--- src/rtl/nibble_serial_add_ctrl_pkg.sv ---
// Shared definitions for the nibble-serial add/sub sequencer:
// slice width, FSM state encoding and index-width helper.
package nibble_serial_add_ctrl_pkg;

  localparam int unsigned SLICE_W = 4;

  localparam logic [1:0] ST_IDLE = 2'd0;
  localparam logic [1:0] ST_RUN  = 2'd1;
  localparam logic [1:0] ST_DONE = 2'd2;

  // Nibble index width; at least one bit even for a single-nibble operand.
  function automatic int unsigned idx_width(input int unsigned nslice);
    return (nslice > 1) ? $clog2(nslice) : 1;
  endfunction

endpackage

--- src/rtl/nibble_serial_add_ctrl_if.sv ---
// Request/response handshake bundle between the host and the add/sub sequencer.
interface nibble_serial_add_ctrl_if #(
  parameter int unsigned WIDTH = 16
);

  logic             req_valid;
  logic             req_ready;
  logic [WIDTH-1:0] op_a;
  logic [WIDTH-1:0] op_b;
  logic             op_sub;
  logic             rsp_valid;
  logic             rsp_ready;
  logic [WIDTH-1:0] rsp_sum;
  logic             rsp_cout;
  logic             rsp_ovf;

  modport master (
    output req_valid, op_a, op_b, op_sub, rsp_ready,
    input  req_ready, rsp_valid, rsp_sum, rsp_cout, rsp_ovf
  );

  modport slave (
    input  req_valid, op_a, op_b, op_sub, rsp_ready,
    output req_ready, rsp_valid, rsp_sum, rsp_cout, rsp_ovf
  );

endinterface

--- src/rtl/nibble_serial_add_ctrl_rca4.sv ---
// Shared 4-bit ripple-carry adder slice built from full adders; also exposes
// the carry into bit 3 so the caller can derive signed overflow.
module nibble_rca4
  import nibble_serial_add_ctrl_pkg::*;
(
  input  logic [SLICE_W-1:0] a,
  input  logic [SLICE_W-1:0] b,
  input  logic               cin,
  output logic [SLICE_W-1:0] s,
  output logic               cout,
  output logic               c3
);

  logic [SLICE_W:0] c;

  assign c[0] = cin;

  for (genvar i = 0; i < SLICE_W; i++) begin : g_fa
    assign s[i]   = a[i] ^ b[i] ^ c[i];
    assign c[i+1] = (a[i] & b[i]) | (c[i] & (a[i] ^ b[i]));
  end

  assign cout = c[SLICE_W];
  assign c3   = c[SLICE_W-1];

endmodule

--- src/rtl/nibble_serial_add_ctrl.sv ---
// Sequencer that time-shares one 4-bit adder slice across WIDTH-bit operands,
// one nibble per cycle LSB-first, with a valid/ready request and response.
module nibble_serial_add_ctrl
  import nibble_serial_add_ctrl_pkg::*;
#(
  parameter int unsigned WIDTH = 16
) (
  input  logic                    clk,
  input  logic                    rst_n,
  nibble_serial_add_ctrl_if.slave bus,
  output logic                    busy
);

  localparam int unsigned NSLICE = WIDTH / SLICE_W;
  localparam int unsigned IDX_W  = idx_width(NSLICE);

  logic [1:0]                           state_q;
  logic [1:0]                           state_d;
  logic [IDX_W-1:0]                     idx_q;
  logic                                 carry_q;
  logic [NSLICE-1:0][SLICE_W-1:0]       a_q;
  logic [NSLICE-1:0][SLICE_W-1:0]       b_q;
  logic [NSLICE-1:0][SLICE_W-1:0]       sum_q;
  logic                                 rsp_valid_q;
  logic                                 rsp_cout_q;
  logic                                 rsp_ovf_q;

  logic                                 accept_c;
  logic                                 last_c;
  logic                                 ovf_c;
  logic [SLICE_W-1:0]                   slice_s;
  logic                                 slice_cout;
  logic                                 slice_c3;

  assign bus.req_ready = (state_q == ST_IDLE) && rst_n;
  assign bus.rsp_valid = rsp_valid_q;
  assign bus.rsp_sum   = sum_q;
  assign bus.rsp_cout  = rsp_cout_q;
  assign bus.rsp_ovf   = rsp_ovf_q;

  assign accept_c = bus.req_valid && bus.req_ready;
  assign last_c   = (idx_q == IDX_W'(NSLICE - 1));
  // Carry into the MSB differing from carry out of it is signed overflow.
  assign ovf_c    = slice_c3 ^ slice_cout;

  nibble_rca4 u_slice (
    .a    (a_q[idx_q]),
    .b    (b_q[idx_q]),
    .cin  (carry_q),
    .s    (slice_s),
    .cout (slice_cout),
    .c3   (slice_c3)
  );

  // State register.
  always_ff @(posedge clk) begin
    if (!rst_n) begin
      state_q <= ST_IDLE;
    end else begin
      state_q <= state_d;
    end
  end

  // Next-state logic.
  always_comb begin
    state_d = state_q;
    case (state_q)
      ST_IDLE: if (accept_c)       state_d = ST_RUN;
      ST_RUN:  if (last_c)         state_d = ST_DONE;
      ST_DONE: if (bus.rsp_ready)  state_d = ST_IDLE;
      default:                     state_d = ST_IDLE;
    endcase
  end

  // Operand capture, nibble stepping and response registers.
  always_ff @(posedge clk) begin
    if (!rst_n) begin
      idx_q       <= '0;
      carry_q     <= 1'b0;
      a_q         <= '0;
      b_q         <= '0;
      sum_q       <= '0;
      rsp_valid_q <= 1'b0;
      rsp_cout_q  <= 1'b0;
      rsp_ovf_q   <= 1'b0;
      busy        <= 1'b0;
    end else begin
      busy <= (state_d != ST_IDLE);
      case (state_q)
        ST_IDLE: begin
          if (accept_c) begin
            a_q     <= bus.op_a;
            b_q     <= bus.op_b ^ {WIDTH{bus.op_sub}};
            carry_q <= bus.op_sub;
            idx_q   <= '0;
          end
        end
        ST_RUN: begin
          sum_q[idx_q] <= slice_s;
          carry_q      <= slice_cout;
          if (last_c) begin
            rsp_valid_q <= 1'b1;
            rsp_cout_q  <= slice_cout;
            rsp_ovf_q   <= ovf_c;
          end else begin
            idx_q <= idx_q + IDX_W'(1);
          end
        end
        ST_DONE: begin
          if (bus.rsp_ready) rsp_valid_q <= 1'b0;
        end
        default: rsp_valid_q <= 1'b0;
      endcase
    end
  end

endmodule

--- src/flat_wrapper.sv ---
// flat-port wrapper written by rule: the top's interface ports become plain ports
module nibble_serial_add_ctrl_flat import nibble_serial_add_ctrl_pkg::*;
#(
  parameter int unsigned WIDTH = 16
)
  (clk, rst_n, busy, bus_req_valid, bus_op_a, bus_op_b, bus_op_sub, bus_rsp_ready, bus_req_ready, bus_rsp_valid, bus_rsp_sum, bus_rsp_cout, bus_rsp_ovf);
  nibble_serial_add_ctrl_if #(.WIDTH(WIDTH)) bus_i ();
  input  logic clk;
  input  logic rst_n;
  output logic busy;
  input wire logic [$bits(bus_i.req_valid)-1:0] bus_req_valid;
  input wire logic [$bits(bus_i.op_a)-1:0] bus_op_a;
  input wire logic [$bits(bus_i.op_b)-1:0] bus_op_b;
  input wire logic [$bits(bus_i.op_sub)-1:0] bus_op_sub;
  input wire logic [$bits(bus_i.rsp_ready)-1:0] bus_rsp_ready;
  output wire logic [$bits(bus_i.req_ready)-1:0] bus_req_ready;
  output wire logic [$bits(bus_i.rsp_valid)-1:0] bus_rsp_valid;
  output wire logic [$bits(bus_i.rsp_sum)-1:0] bus_rsp_sum;
  output wire logic [$bits(bus_i.rsp_cout)-1:0] bus_rsp_cout;
  output wire logic [$bits(bus_i.rsp_ovf)-1:0] bus_rsp_ovf;
  assign bus_i.req_valid = bus_req_valid;
  assign bus_i.op_a = bus_op_a;
  assign bus_i.op_b = bus_op_b;
  assign bus_i.op_sub = bus_op_sub;
  assign bus_i.rsp_ready = bus_rsp_ready;
  assign bus_req_ready = bus_i.req_ready;
  assign bus_rsp_valid = bus_i.rsp_valid;
  assign bus_rsp_sum = bus_i.rsp_sum;
  assign bus_rsp_cout = bus_i.rsp_cout;
  assign bus_rsp_ovf = bus_i.rsp_ovf;
  nibble_serial_add_ctrl #(.WIDTH(WIDTH)) u_core (.clk(clk), .rst_n(rst_n), .bus(bus_i), .busy(busy));
endmodule
--- config.mk ---
export PLATFORM = sky130hd
export DESIGN_NAME = nibble_serial_add_ctrl_flat
export DESIGN_NICKNAME = d
export VERILOG_FILES = /design/src/rtl/nibble_serial_add_ctrl_pkg.sv /design/src/rtl/nibble_serial_add_ctrl_if.sv /design/src/rtl/nibble_serial_add_ctrl_rca4.sv /design/src/rtl/nibble_serial_add_ctrl.sv /design/src/flat_wrapper.sv
export SDC_FILE = /design/constraint.sdc
export NUM_CORES = 1
export LEC_CHECK = 0
export ABC_AREA = 0
export CAP_MARGIN = 40
export CORE_ASPECT_RATIO = 2
export CORE_MARGIN = 2
export CORE_UTILIZATION = 31
export DETAILED_ROUTE_END_ITERATION = 6
export PLACE_DENSITY_LB_ADDON = 0.2
export SLEW_MARGIN = 0
export SYNTH_ARGS = -nofsm -noshare
export SYNTH_HDL_FRONTEND = slang
export SYNTH_SLANG_ARGS = --single-unit
--- constraint.sdc ---
create_clock -name clk -period 4.04 [get_ports clk]
set_clock_uncertainty 0.05 [all_clocks]
set_input_delay 0.606 -clock clk [delete_from_list [all_inputs] [get_ports clk]]
set_output_delay 0.606 -clock clk [all_outputs]
set_load 0.02 [all_outputs]
==> out/metrics.cfg <==
[status]
outcome=completed

[place]
placed_cells=402
port_buffers=57
dpl.hpwl_mm=4.41
gp_congestion=0.724

[sta]
period_minus_slack_ps=3150
finalHoldViolations=0
setup_viol=0
slew_headroom=0.477
tightestPinTransition_ps=780
grt_setup_unrepaired=false
tns_ps=0
period_share=0.780
drv_slew=0
max_freq_mhz=317

[yosys]
syn_area_per_cell_um2=10.0
async_flop_share=0
post-synth-top-area-cell=dfxtp_1
synth.most_common_cell=dfxtp_1
yosys_register_bits=57
synthTopCellsByArea=dfxtp_1 43%, mux4_2 6.8%, xnor2_1 5.6%, a211oi_1 5.4%, nor2_1 5.4%
ys_warn_count=0
synth_ff_type=dfxtp_1
synth_nets=310
synth_commonest_cells=57 x dfxtp_1, 38 x nor2_1, 36 x nand2_1, 19 x a211oi_1, 17 x xnor2_1
synth_top_area_share=0.429
yosysUniqueCellTypes=34
synth-edff-count=0
netlist_instances=265
ys_seq_area_frac=0.429
syn-cell-area_um2=2660

[die]
die_area_um2=9380
initial_core_util=0.321
placementRows=47
die_h_um=135
ios=58
fp.dieW_um=69.5
core_area_um2=8290

[min_path]
hp-class=reg -> reg
hold-path-cell-count=2
min_from=u_core.a_q[5]$_SDFFE_PN0P_

[critical_path]
cp_max_fo=9
worstPathCellList=mux4_2 > fa_1 > inv_1 > fa_1 > inv_1 > fa_1 > inv_1 > fa_1 > a211oi_1
cpMaxStageDelayCell=mux4_2
critPathMaxStageDelay_ps=580
cp_top_family=adder cells
critical_path_depth=9
cp-startpoint=u_core.idx_q[0]$_SDFFE_PN0P_
crit_arrival_ps=3330
endpoint_kind=flop
crit_buf_inv=3
rr_worst_depth=9
path_common_cell=fa_1
critPathLaunchType=flop
timing.rr.start=u_core.idx_q[0]$_SDFFE_PN0P_
critPathKind=reg -> reg
crit_required_ps=4220

[final_layout]
final_nets=360
area_growth_pct=33.5
n_fill_cell=824
antenna_cells=0
fin_util=0.428
seq_area_um2=1140
drive_above_1_share=0.147
multi_input_area_um2=1330
final_cells=417

[job]
drv_cap=0

[grt]
grt_max_degree=50
grt_overflow_total=0
grt.total_usage=0.134
grt_pass1_wl_mm=9.54
grt_pass1_vias=1976
antenna_found_initial=0

[routing]
vias_per_cell=4.64
drtIter0Drc=87
drt-pass1-iter-count=4
postRouteWirelength_mm=5.85
vias=1936
final_antenna_net_count=0
drc=0
wire_per_inst_um=14.0

[clock_network]
cts.sinks=57
postCtsHoldBufs=0
cts_tree=done
post-cts-setup-buffers=0
clockBufferDepth=2
cts_buffers=9
clkLatencyLatePin_ps=320
cts_root_buf=clkbuf_16
clkTransAtPathRegs_ps=50
htree_levels=3
cts_resized=0

[power_and_ir_drop]
p_total_mw=1.59
ir_worst_vdd_mv=0.200
powerDensity_nw_per_um2=447
leakage_nw=1.22

-- area by class of cell --
class	instances	share of cell area
clock buffer	13	0.0790
clock inverter	2	0.00987
inverter	10	0.0106
multi-input combinational	176	0.373
sequential	57	0.321
tap	98	0.0345
timing repair buffer	61	0.171
-- worst register-to-register path, cell delays in order (launching register included) --
cell and delay (ps):
dfxtp_1 560, mux4_2 580, fa_1 400, inv_1 80
fa_1 150, inv_1 50, fa_1 400, inv_1 90
fa_1 470, a211oi_1 230
-- layer usage --
metal / track usage / vias up / share of wire
met4: 0.0686 / 0 / 0.020
li1: - / 993 / -
met5: 0 / - / 0
met2: 0.248 / 39 / 0.57
met1: 0.132 / 898 / 0.38
met3: 0.0381 / 6 / 0.030
-- flip-flops by register name, summed over array words and instances, names as in the netlist --
name                  cells
u_core.idx_q              2
u_core.bus.rsp_sum       16
u_core.state_q            2
u_core.a_q               16
u_core.carry_q            1
u_core.bus.rsp_ovf        1
u_core.bus.rsp_cout       1
u_core.b_q               16
u_core.busy               1
u_core.bus.rsp_valid      1
-- layout by cell type, fill, tap and decap left out, drive strengths merged, types with 8 or more instances in the layout --
master         Yosys  routed
nand2             36      36
inv                9       9
a21oi             17      17
clkdlybuf4s50      0      57
mux2i              9       9
nor2              38      38
mux4               8       8
a211oi            26      26
clkbuf             3      13
xnor2             17      17
dfxtp             57      57
-- metrics by stage --
step | cell area [um^2] | hold WS (ps) | setup WS [ps]
final | 3550 | 405 | 887
after floorplan | 2660 | 383 | 1040
after detailed placement | 3230 | 400 | 883
after CTS | 3550 | 405 | 860
after global routing | 3550 | 431 | 682
after global placement | 3220 | 394 | 979
-- power by group --
group / switching [mW] / internal (mW)
Sequential: 0.0210 / 0.590
Clock: 0.241 / 0.539
Combinational: 0.0930 / 0.103
Total: 0.355 / 1.23
-- logic make-up (layout without fill, tap and decap cells) --
| kind of cell | after synthesis | count (layout) | share of synthesized area |
|---|---|---|---|
| multiplexers | 17 | 17 | 0.102 |
| flip-flops | 57 | 57 | 0.429 |
| adder cells (fa/ha/maj) | 8 | 8 | 0.0489 |
| AO/OA/AOI/OAI | 48 | 48 | 0.149 |
| AND/OR/NAND/NOR | 86 | 86 | 0.143 |
| buffers and inverters | 32 | 86 | 0.0725 |
| XOR/XNOR | 17 | 17 | 0.0560 |
-- final timing paths --
check / end / slack (ps)
max: u_core.bus.rsp_sum[11]$_SDFFE_PN0P_ / 890
min: u_core.a_q[5]$_SDFFE_PN0P_ / 400
max reg2reg: u_core.bus.rsp_sum[11]$_SDFFE_PN0P_ / 890
min reg2reg: u_core.a_q[5]$_SDFFE_PN0P_ / 400
No activity file was read; power rests on OpenSTA's default activity.
